## src/rtl/uart_tx.sv

```systemverilog
// uart_tx: 8N1 UART transmitter with a small transmit FIFO.
//
// Bytes are accepted through a valid/ready handshake into a FIFO, then
// serialized LSB first as start(0), 8 data bits, stop(1). Each line bit
// lasts CLKS_PER_BIT = CLK_HZ/BAUD clock cycles. Queued bytes follow each
// other with no idle gap between frames.
//
// Ports
//   CLK       in   system clock, rising edge
//   rst       in   synchronous reset, active-high
//   tx_data   in   [7:0] byte to transmit
//   tx_valid  in   tx_data is valid
//   tx_ready  out  FIFO can accept a byte
//   TX        out  serial line, idle high (registered)
//   tx_busy   out  frame in progress or FIFO non-empty
module uart_tx #(
   parameter int unsigned CLK_HZ     = 100_000_000,
   parameter int unsigned BAUD       = 115200,
   parameter int unsigned FIFO_DEPTH = 4
) (
   input  logic       CLK,
   input  logic       rst,
   input  logic [7:0] tx_data,
   input  logic       tx_valid,
   output logic       tx_ready,
   output logic       TX,
   output logic       tx_busy
);

   localparam int unsigned CLKS_PER_BIT = CLK_HZ / BAUD;
   localparam int unsigned CW = (CLKS_PER_BIT > 1) ? $clog2(CLKS_PER_BIT) : 1;
   localparam int unsigned PW = $clog2(FIFO_DEPTH);
   localparam int unsigned NW = $clog2(FIFO_DEPTH + 1);
   localparam logic [CW-1:0] CNT_LAST   = CW'(CLKS_PER_BIT - 1);
   localparam logic [NW-1:0] COUNT_FULL = NW'(FIFO_DEPTH);

   if (CLKS_PER_BIT < 2) begin : g_bad_baud
      $error("uart_tx: CLK_HZ/BAUD must be at least 2");
   end
   if (FIFO_DEPTH < 2 || FIFO_DEPTH > 16 || (FIFO_DEPTH & (FIFO_DEPTH - 1)) != 0) begin : g_bad_depth
      $error("uart_tx: FIFO_DEPTH must be a power of two in 2..16");
   end

   // ---------------------------------------------------------------- FIFO
   logic [7:0]    mem [FIFO_DEPTH];
   logic [PW-1:0] wr_ptr, rd_ptr;
   logic [NW-1:0] count;
   logic          push, pop, fifo_empty;

   assign tx_ready   = (count != COUNT_FULL);
   assign fifo_empty = (count == '0);
   assign push       = tx_valid && tx_ready;

   // Pointers wrap naturally because FIFO_DEPTH is a power of two.
   always_ff @(posedge CLK) begin
      if (rst) begin
         wr_ptr <= '0;
         rd_ptr <= '0;
         count  <= '0;
      end else begin
         if (push) begin
            mem[wr_ptr] <= tx_data;
            wr_ptr      <= wr_ptr + PW'(1);
         end
         if (pop) begin
            rd_ptr <= rd_ptr + PW'(1);
         end
         case ({push, pop})
            2'b10:   count <= count + NW'(1);
            2'b01:   count <= count - NW'(1);
            default: count <= count;
         endcase
      end
   end

   // ---------------------------------------------------------- serializer
   typedef enum logic [1:0] {IDLE, START, DATA, STOP} state_t;

   state_t        state, state_next;
   logic [CW-1:0] cnt, cnt_next;
   logic [2:0]    bit_idx, bit_idx_next;
   logic [7:0]    shift, shift_next;
   logic          tx_next;
   logic          bit_done;

   assign tx_busy = (state != IDLE) || !fifo_empty;

   always_ff @(posedge CLK) begin
      if (rst) begin
         state   <= IDLE;
         cnt     <= '0;
         bit_idx <= '0;
         shift   <= '0;
         TX      <= 1'b1;
      end else begin
         state   <= state_next;
         cnt     <= cnt_next;
         bit_idx <= bit_idx_next;
         shift   <= shift_next;
         TX      <= tx_next;
      end
   end

   // TX is registered from the value the line must carry in the next state,
   // so the start bit appears on the edge right after the pop.
   always_comb begin
      state_next   = state;
      cnt_next     = cnt;
      bit_idx_next = bit_idx;
      shift_next   = shift;
      tx_next      = TX;
      pop          = 1'b0;
      bit_done     = (cnt == CNT_LAST);

      if (state != IDLE) begin
         cnt_next = bit_done ? '0 : cnt + CW'(1);
      end

      case (state)
         IDLE: begin
            tx_next = 1'b1;
            if (!fifo_empty) begin
               pop        = 1'b1;
               shift_next = mem[rd_ptr];
               cnt_next   = '0;
               state_next = START;
               tx_next    = 1'b0;
            end
         end
         START: begin
            if (bit_done) begin
               state_next   = DATA;
               bit_idx_next = '0;
               tx_next      = shift[0];
            end
         end
         DATA: begin
            if (bit_done) begin
               if (bit_idx == 3'd7) begin
                  state_next = STOP;
                  tx_next    = 1'b1;
               end else begin
                  shift_next   = shift >> 1;
                  bit_idx_next = bit_idx + 3'd1;
                  tx_next      = shift[1];
               end
            end
         end
         STOP: begin
            if (bit_done) begin
               if (!fifo_empty) begin
                  pop        = 1'b1;
                  shift_next = mem[rd_ptr];
                  state_next = START;
                  tx_next    = 1'b0;
               end else begin
                  state_next = IDLE;
                  tx_next    = 1'b1;
               end
            end
         end
         default: begin
            state_next = IDLE;
            tx_next    = 1'b1;
         end
      endcase
   end

endmodule

```

## config.mk

```make
export PLATFORM = sky130hd
export DESIGN_NAME = uart_tx
export DESIGN_NICKNAME = d
export VERILOG_FILES = /design/src/rtl/uart_tx.sv
export SDC_FILE = /design/constraint.sdc
export NUM_CORES = 1
export LEC_CHECK = 0
export CAP_MARGIN = 20
export CORE_MARGIN = 3
export CORE_UTILIZATION = 50
export DETAILED_ROUTE_END_ITERATION = 10
export PLACE_DENSITY = 0.78
export SETUP_SLACK_MARGIN = 0.5
export SLEW_MARGIN = 20
export SYNTH_ARGS = -nofsm -noshare
export SYNTH_HDL_FRONTEND = slang
export SYNTH_SLANG_ARGS = --single-unit
```

## constraint.sdc

```tcl
create_clock -name CLK -period 5.4 [get_ports CLK]
set_clock_uncertainty 0.2 [all_clocks]
set_input_delay 1.62 -clock CLK [delete_from_list [all_inputs] [get_ports CLK]]
set_output_delay 1.62 -clock CLK [all_outputs]
set_load 0.01 [all_outputs]
```

==> run metrics, run 1 <==
Initial Util=52.6%; CP Data Arrival Time=2.33 ns; Die ar.=6900 sq um; 1st-iter DRT viols=102; Hold Slack=0.265 ns; number of remaining DRC errors=0; # diodes=0; Setup violations, final=0; Die X=83.0 um; internal power=1.01 mW; predominant post-synthesis flop cell=dfxtp_1; largest net degree at the start of global routing=19; root buffer cell=clkbuf_8; Clock transition at path regs=0.07 ns; Core ar.=5640 sq um; maximum vdd drop=0.246 mV; CTS tree=done; die height=83.0 um; antenna violations before repair=0; Seq pwr share=39.7%; Fin. Hold Viols=0; cell with the most instances after synthesis=dfxtp_1; vias after detailed routing=1,964; share of cells above drive strength 1=14.5%; outcome=completed; IO buf count=13; clock buffer count from CTS=9; Post-Syn Area=2970 sq um; FMAX=0.241 GHz; worst slew pin tran=0.700 ns; total negative setup slack=0 ns; Synth area leaders=edfxtp_1, dfxtp_1, mux4_2; switch share=36.9%; CTS Hold Bufs=0; Comb pwr share=37.6%; Leak Pwr=1.13 nW; Ports=14; Worst path max stage delay=0.50 ns; library cells used by synthesis=51; min-delay worst type=register to register; post-synthesis sequential area ratio=54.6%; CP endpoint kind=output pin; Power Dens Cells=481 nW/um^2; vias in the first global route=1,956; area leader, netlist=edfxtp_1; DR WL/cell=15.3 um; gp weighted congestion=0.782; deepest level of the CTS H-tree=3; syn_nets=275; grt ovf=0; Critical Path Fanout Max=13; row count=27; clock sinks=65; YS warnings=0; WL final=5200 um; Resized cells post-CTS=0; Pre-antenna DRT Iters=4; Post-DP HPWL=3680 um; fin util=58.9%; Clock power frac=22.7%; Net Switching=0.591 mW; Clock Tree Buf Depth=2; GRT Util Overall=16.7%; Area growth syn-to-layout=12.1%; worst path cell trace=inv_1 > ha_1 > inv_1 > nor2_2 > inv_1 > clkdlybuf4s50_1; Syn Area/Cell=11.8 sq um; worst skew pair latency=0.34 ns; Post-CTS Setup Inserts=0; Via-to-Cell Ratio=5.76; CP Launch Type=register; first-pass GRT wire length=9320 um; slowest stage cell, crit path=clkdlybuf4s50_1; flops & latches, synth=65; RSZ-0062 raised after global routing=false; Tmin final=4.15 ns; Pins Over Slew Limit=0; antenna viol nets, final=0; ys async rst share=0%; number of synthesized flops with an enable pin=32; Post-synth top cells=dfxtp_1, edfxtp_1, nand2_1, nor2_1, ha_1; Synth top area share=32.4%; CP Class=register to output pin; net count reported at finish=288; Gate Count Post-Synth=251; post-route clock period utilization=76.8%; Max-Cap Viols=0; worst rel slew slack=53.3%; Crit path top cell by count=inv_1; required time worst endpoint=3.58 ns
power groups by stage:
stage	Clock (mW)	Sequential (mW)	Combinational, mW
global route	0.398	0.646	0.675
finish	0.364	0.635	0.602
floorplan	0	0.625	0.477
CTS	0.376	0.635	0.603
global placement	0	0.642	0.591
detailed placement	0	0.647	0.600
registers in the layout, summed over array words and instances, names as in the netlist, named ones only:
| register | cells |
|---|---|
| bit_idx | 3 |
| cnt | 10 |
| rd_ptr | 2 |
| wr_ptr | 2 |
| mem | 32 |
| shift | 8 |
| TX | 1 |
| count | 3 |
| state | 2 |
through the flow:
step                power, mW  instance area (sq um)  setup slack (ns)  std cells
finish                   1.60                   3330              1.25        341
CTS                      1.61                   3330              1.27        341
global placement         1.23                   3150              1.70        325
global route             1.72                   3330              1.05        341
floorplan                1.10                   2970              2.24        251
detailed placement       1.25                   3150              1.67        325
per-layer routing:
layer,global-route usage [%],wire [um]
met3,5.65,289
met5,0,0
met2,24.5,2390
met1,22.4,2430
met4,7.88,100
cell type report:
class	count	area, sq um
repair buffers	14	138
clock buffers	9	124
well taps	72	90.1
multi-input cells	163	1260
flip-flops and latches	65	1620
fillers	442	2320
clock inverters	7	52.6
inverters	11	41.3
final timing paths:
check / start / end / slack, ns / cells after the start
max reg2reg: cnt[0] / count[2] / 2.42 / 10
max: state[0] / tx_busy / 1.25 / 6
min reg2reg: cnt[9] / cnt[9] / 0.26 / 1
min: cnt[9] / cnt[9] / 0.26 / 1
placed cells by master (no fill, tap or decap), types with 3 or more instances in the layout:
cell type,n
edfxtp_1,32
mux2i_1,9
mux4_2,8
and2_1,5
clkdlybuf4s50_1,13
or3_1,6
inv_6,3
dfxtp_1,33
clkinvlp_4,3
nor4_1,9
nand2_1,17
ha_1,12
a22oi_1,3
o21ai_0,7
clkbuf_8,9
a21oi_1,9
inv_1,11
nor3_1,3
a31oi_1,6
a31o_2,7
nor2_1,17
nand3_1,8
cell families after synthesis:
group | count (synthesis) | synth area share [%]
AO/OA/AOI/OAI | 49 | 11.8
buffers and inverters | 23 | 2.95
multiplexers | 17 | 9.11
flip-flops | 65 | 54.6
adder cells (fa/ha/maj) | 13 | 5.73
XOR/XNOR | 3 | 0.885
AND/OR/NAND/NOR | 81 | 14.9
critical path: cells and delay by family, from the launching register on:
family,cells,cell delay (ns)
buffers and inverters,4,0.85
adder cells (fa/ha/maj),1,0.44
flip-flops,1,0.35
AND/OR/NAND/NOR,1,0.33
Note: power is estimated with default switching activity, not from simulation.
==> run 2: changes to the inputs <==
- PLACE_DENSITY: 0.78 -> 0.81
- clock period: 5.4 -> 3.4 ns (I/O delays scaled with it)
==> run 2 against run 1 <==
  * Total power rose by 64%
  * Core utilization rose by 0.73 points
  * Largest power group is now combinational cells
  * Sequential power rose by 59%
  * First-iteration DRC count rose by 50%
  * Via count rose by 1.2%
  * Worst setup slack got worse by 0.67 ns
  * Non-clock buffer count rose by 3
  * Register-to-register slack got worse by 1.8 ns
  * Final area rose by 1.2%
  * Combinational power rose by 69%
==> run metrics, run 2 (synthesis gave the netlist of run 1 again) <==
Area growth syn-to-layout=13.4%; Pre-antenna DRT Iters=4; met2 usage=27.4%; r2r endpoint=count[2]; Die ar.=6900 sq um; grt met1 use=21.5%; row count=27; antenna viol nets, final=0; fin util=59.7%; # diodes=0; switch share=37.1%; Die X=83.0 um; clock sinks=65; Clock transition at path regs=0.07 ns; Seq pwr share=38.7%; first-pass GRT wire length=9290 um; CTS tree=done; FMAX=0.356 GHz; CP Data Arrival Time=1.59 ns; Leak Pwr=1.15 nW; Net Switching=0.972 mW; Critical Path Fanout Max=13; Initial Util=52.6%; Hold Slack=0.272 ns; Post-DP HPWL=3730 um; Worst R2R Path Depth=10; Reg2Reg Setup Slack=0.66 ns; gp weighted congestion=0.769; worst rel slew slack=51.3%; largest net degree at the start of global routing=19; CTS Hold Bufs=0; grt peak-use layer=met2; Setup violations, final=0; outcome=completed; Max-Cap Viols=0; deepest level of the CTS H-tree=3; 1st-iter DRT viols=153; vias in the first global route=1,960; die height=83.0 um; CP Launch Type=register; clock buffer count from CTS=9; Largest Register=mem; post-route clock period utilization=82.7%; DR WL/cell=15.9 um; fin worst setup slack=0.588 ns; Ports=14; Placement Setup Slack=0.303 ns; antenna violations before repair=0; CP Class=register to output pin; Tmin final=2.81 ns; CP endpoint kind=output pin; Fin. Hold Viols=0; total negative setup slack=0 ns; met3 usage=5.95%; worst skew pair latency=0.34 ns; most common cell after layout, fill and taps aside=edfxtp_1; Reg2Reg Launch Point=cnt[0]; RSZ-0062 raised after global routing=false; Comb pwr share=38.9%; Power Dens Cells=777 nW/um^2; vias after detailed routing=1,987; IO buf count=13; Clock Tree Buf Depth=2; Core ar.=5640 sq um; required time worst endpoint=2.18 ns; Critical Path Sink=tx_busy; number of remaining DRC errors=0; grt ovf=0; most frequent cells in the layout=edfxtp_1, dfxtp_1, nor2_1, nand2_1; min-delay worst type=register to register; root buffer cell=clkbuf_8; max reg flops=32; Via-to-Cell Ratio=5.78; Pins Over Slew Limit=0; share of cells above drive strength 1=16.9%; WL final=5480 um; worst setup path start=state[0]; GRT Util Overall=17.1%; worst slew pin tran=0.727 ns; maximum vdd drop=0.455 mV; biggest regs=mem x32, cnt x10, shift x8; net count reported at finish=291; internal power=1.65 mW; Clock power frac=22.5%
[run 2: cell count changes in the layout (fill, tap and decap cells not counted), sizes merged]
cell and change:
buf +3, clkinvlp -1, dlygate4sd2 +2, inv -1, clkinv +2, clkdlybuf4s50 -2
[run 2: routing by layer]
layer,routed length [um],vias up
li1,-,989
met1,2450,949
met2,2700,44
met3,266,5
met4,52,0
met5,0,-
[run 2: layout make-up]
type / count / area, sq um
Inverter: 11 / 41.3
Fill cell: 451 / 2270
Multi-Input combinational cell: 163 / 1280
Clock inverter: 7 / 53.8
Tap cell: 72 / 90.1
Clock buffer: 9 / 124
Sequential cell: 65 / 1620
Timing Repair Buffer: 17 / 158
[run 2: stage by stage]
| step | power [mW] | cell area [sq um] | cells |
|---|---|---|---|
| 2_1_floorplan | 1.75 | 2970 | 251 |
| 3_3_place_gp | 1.98 | 3160 | 327 |
| 3_5_place_dp | 2.00 | 3160 | 327 |
| 4_1_cts | 2.63 | 3370 | 344 |
| 5_1_grt | 2.80 | 3370 | 344 |
| 6_report | 2.62 | 3370 | 344 |
[run 2: what timing repair did]
action,CTS,global route
setup endpoints to repair,3,0
buffers inserted,1,0
hold endpoints to repair,0,0
resized for setup,7,0
[run 2: critical path, cell delays in order (launching register included)]
cell and delay (ns):
dfxtp_2 0.35, inv_1 0.14, ha_4 0.23, inv_1 0.07, nor2_2 0.11, inv_1 0.08, dlygate4sd2_1 0.28
[run 2: how the worst min path moves through the flow]
stage	from	end	slack, ns	cells past startpoint
after floorplan	cnt[9]	cnt[9]	0.23	1
after global placement	cnt[9]	cnt[9]	0.25	1
after detailed placement	cnt[9]	cnt[9]	0.26	1
after CTS	cnt[9]	cnt[9]	0.27	1
after global routing	cnt[9]	cnt[9]	0.30	1
final	cnt[9]	cnt[9]	0.27	1
[run 2: power by group through the flow]
stage | clock [mW] | combinational [mW] | sequential [mW]
finish | 0.588 | 1.02 | 1.01
global route | 0.645 | 1.13 | 1.03
CTS | 0.604 | 1.01 | 1.01
detailed placement | 0 | 0.978 | 1.03
global placement | 0 | 0.957 | 1.02
floorplan | 0 | 0.758 | 0.992
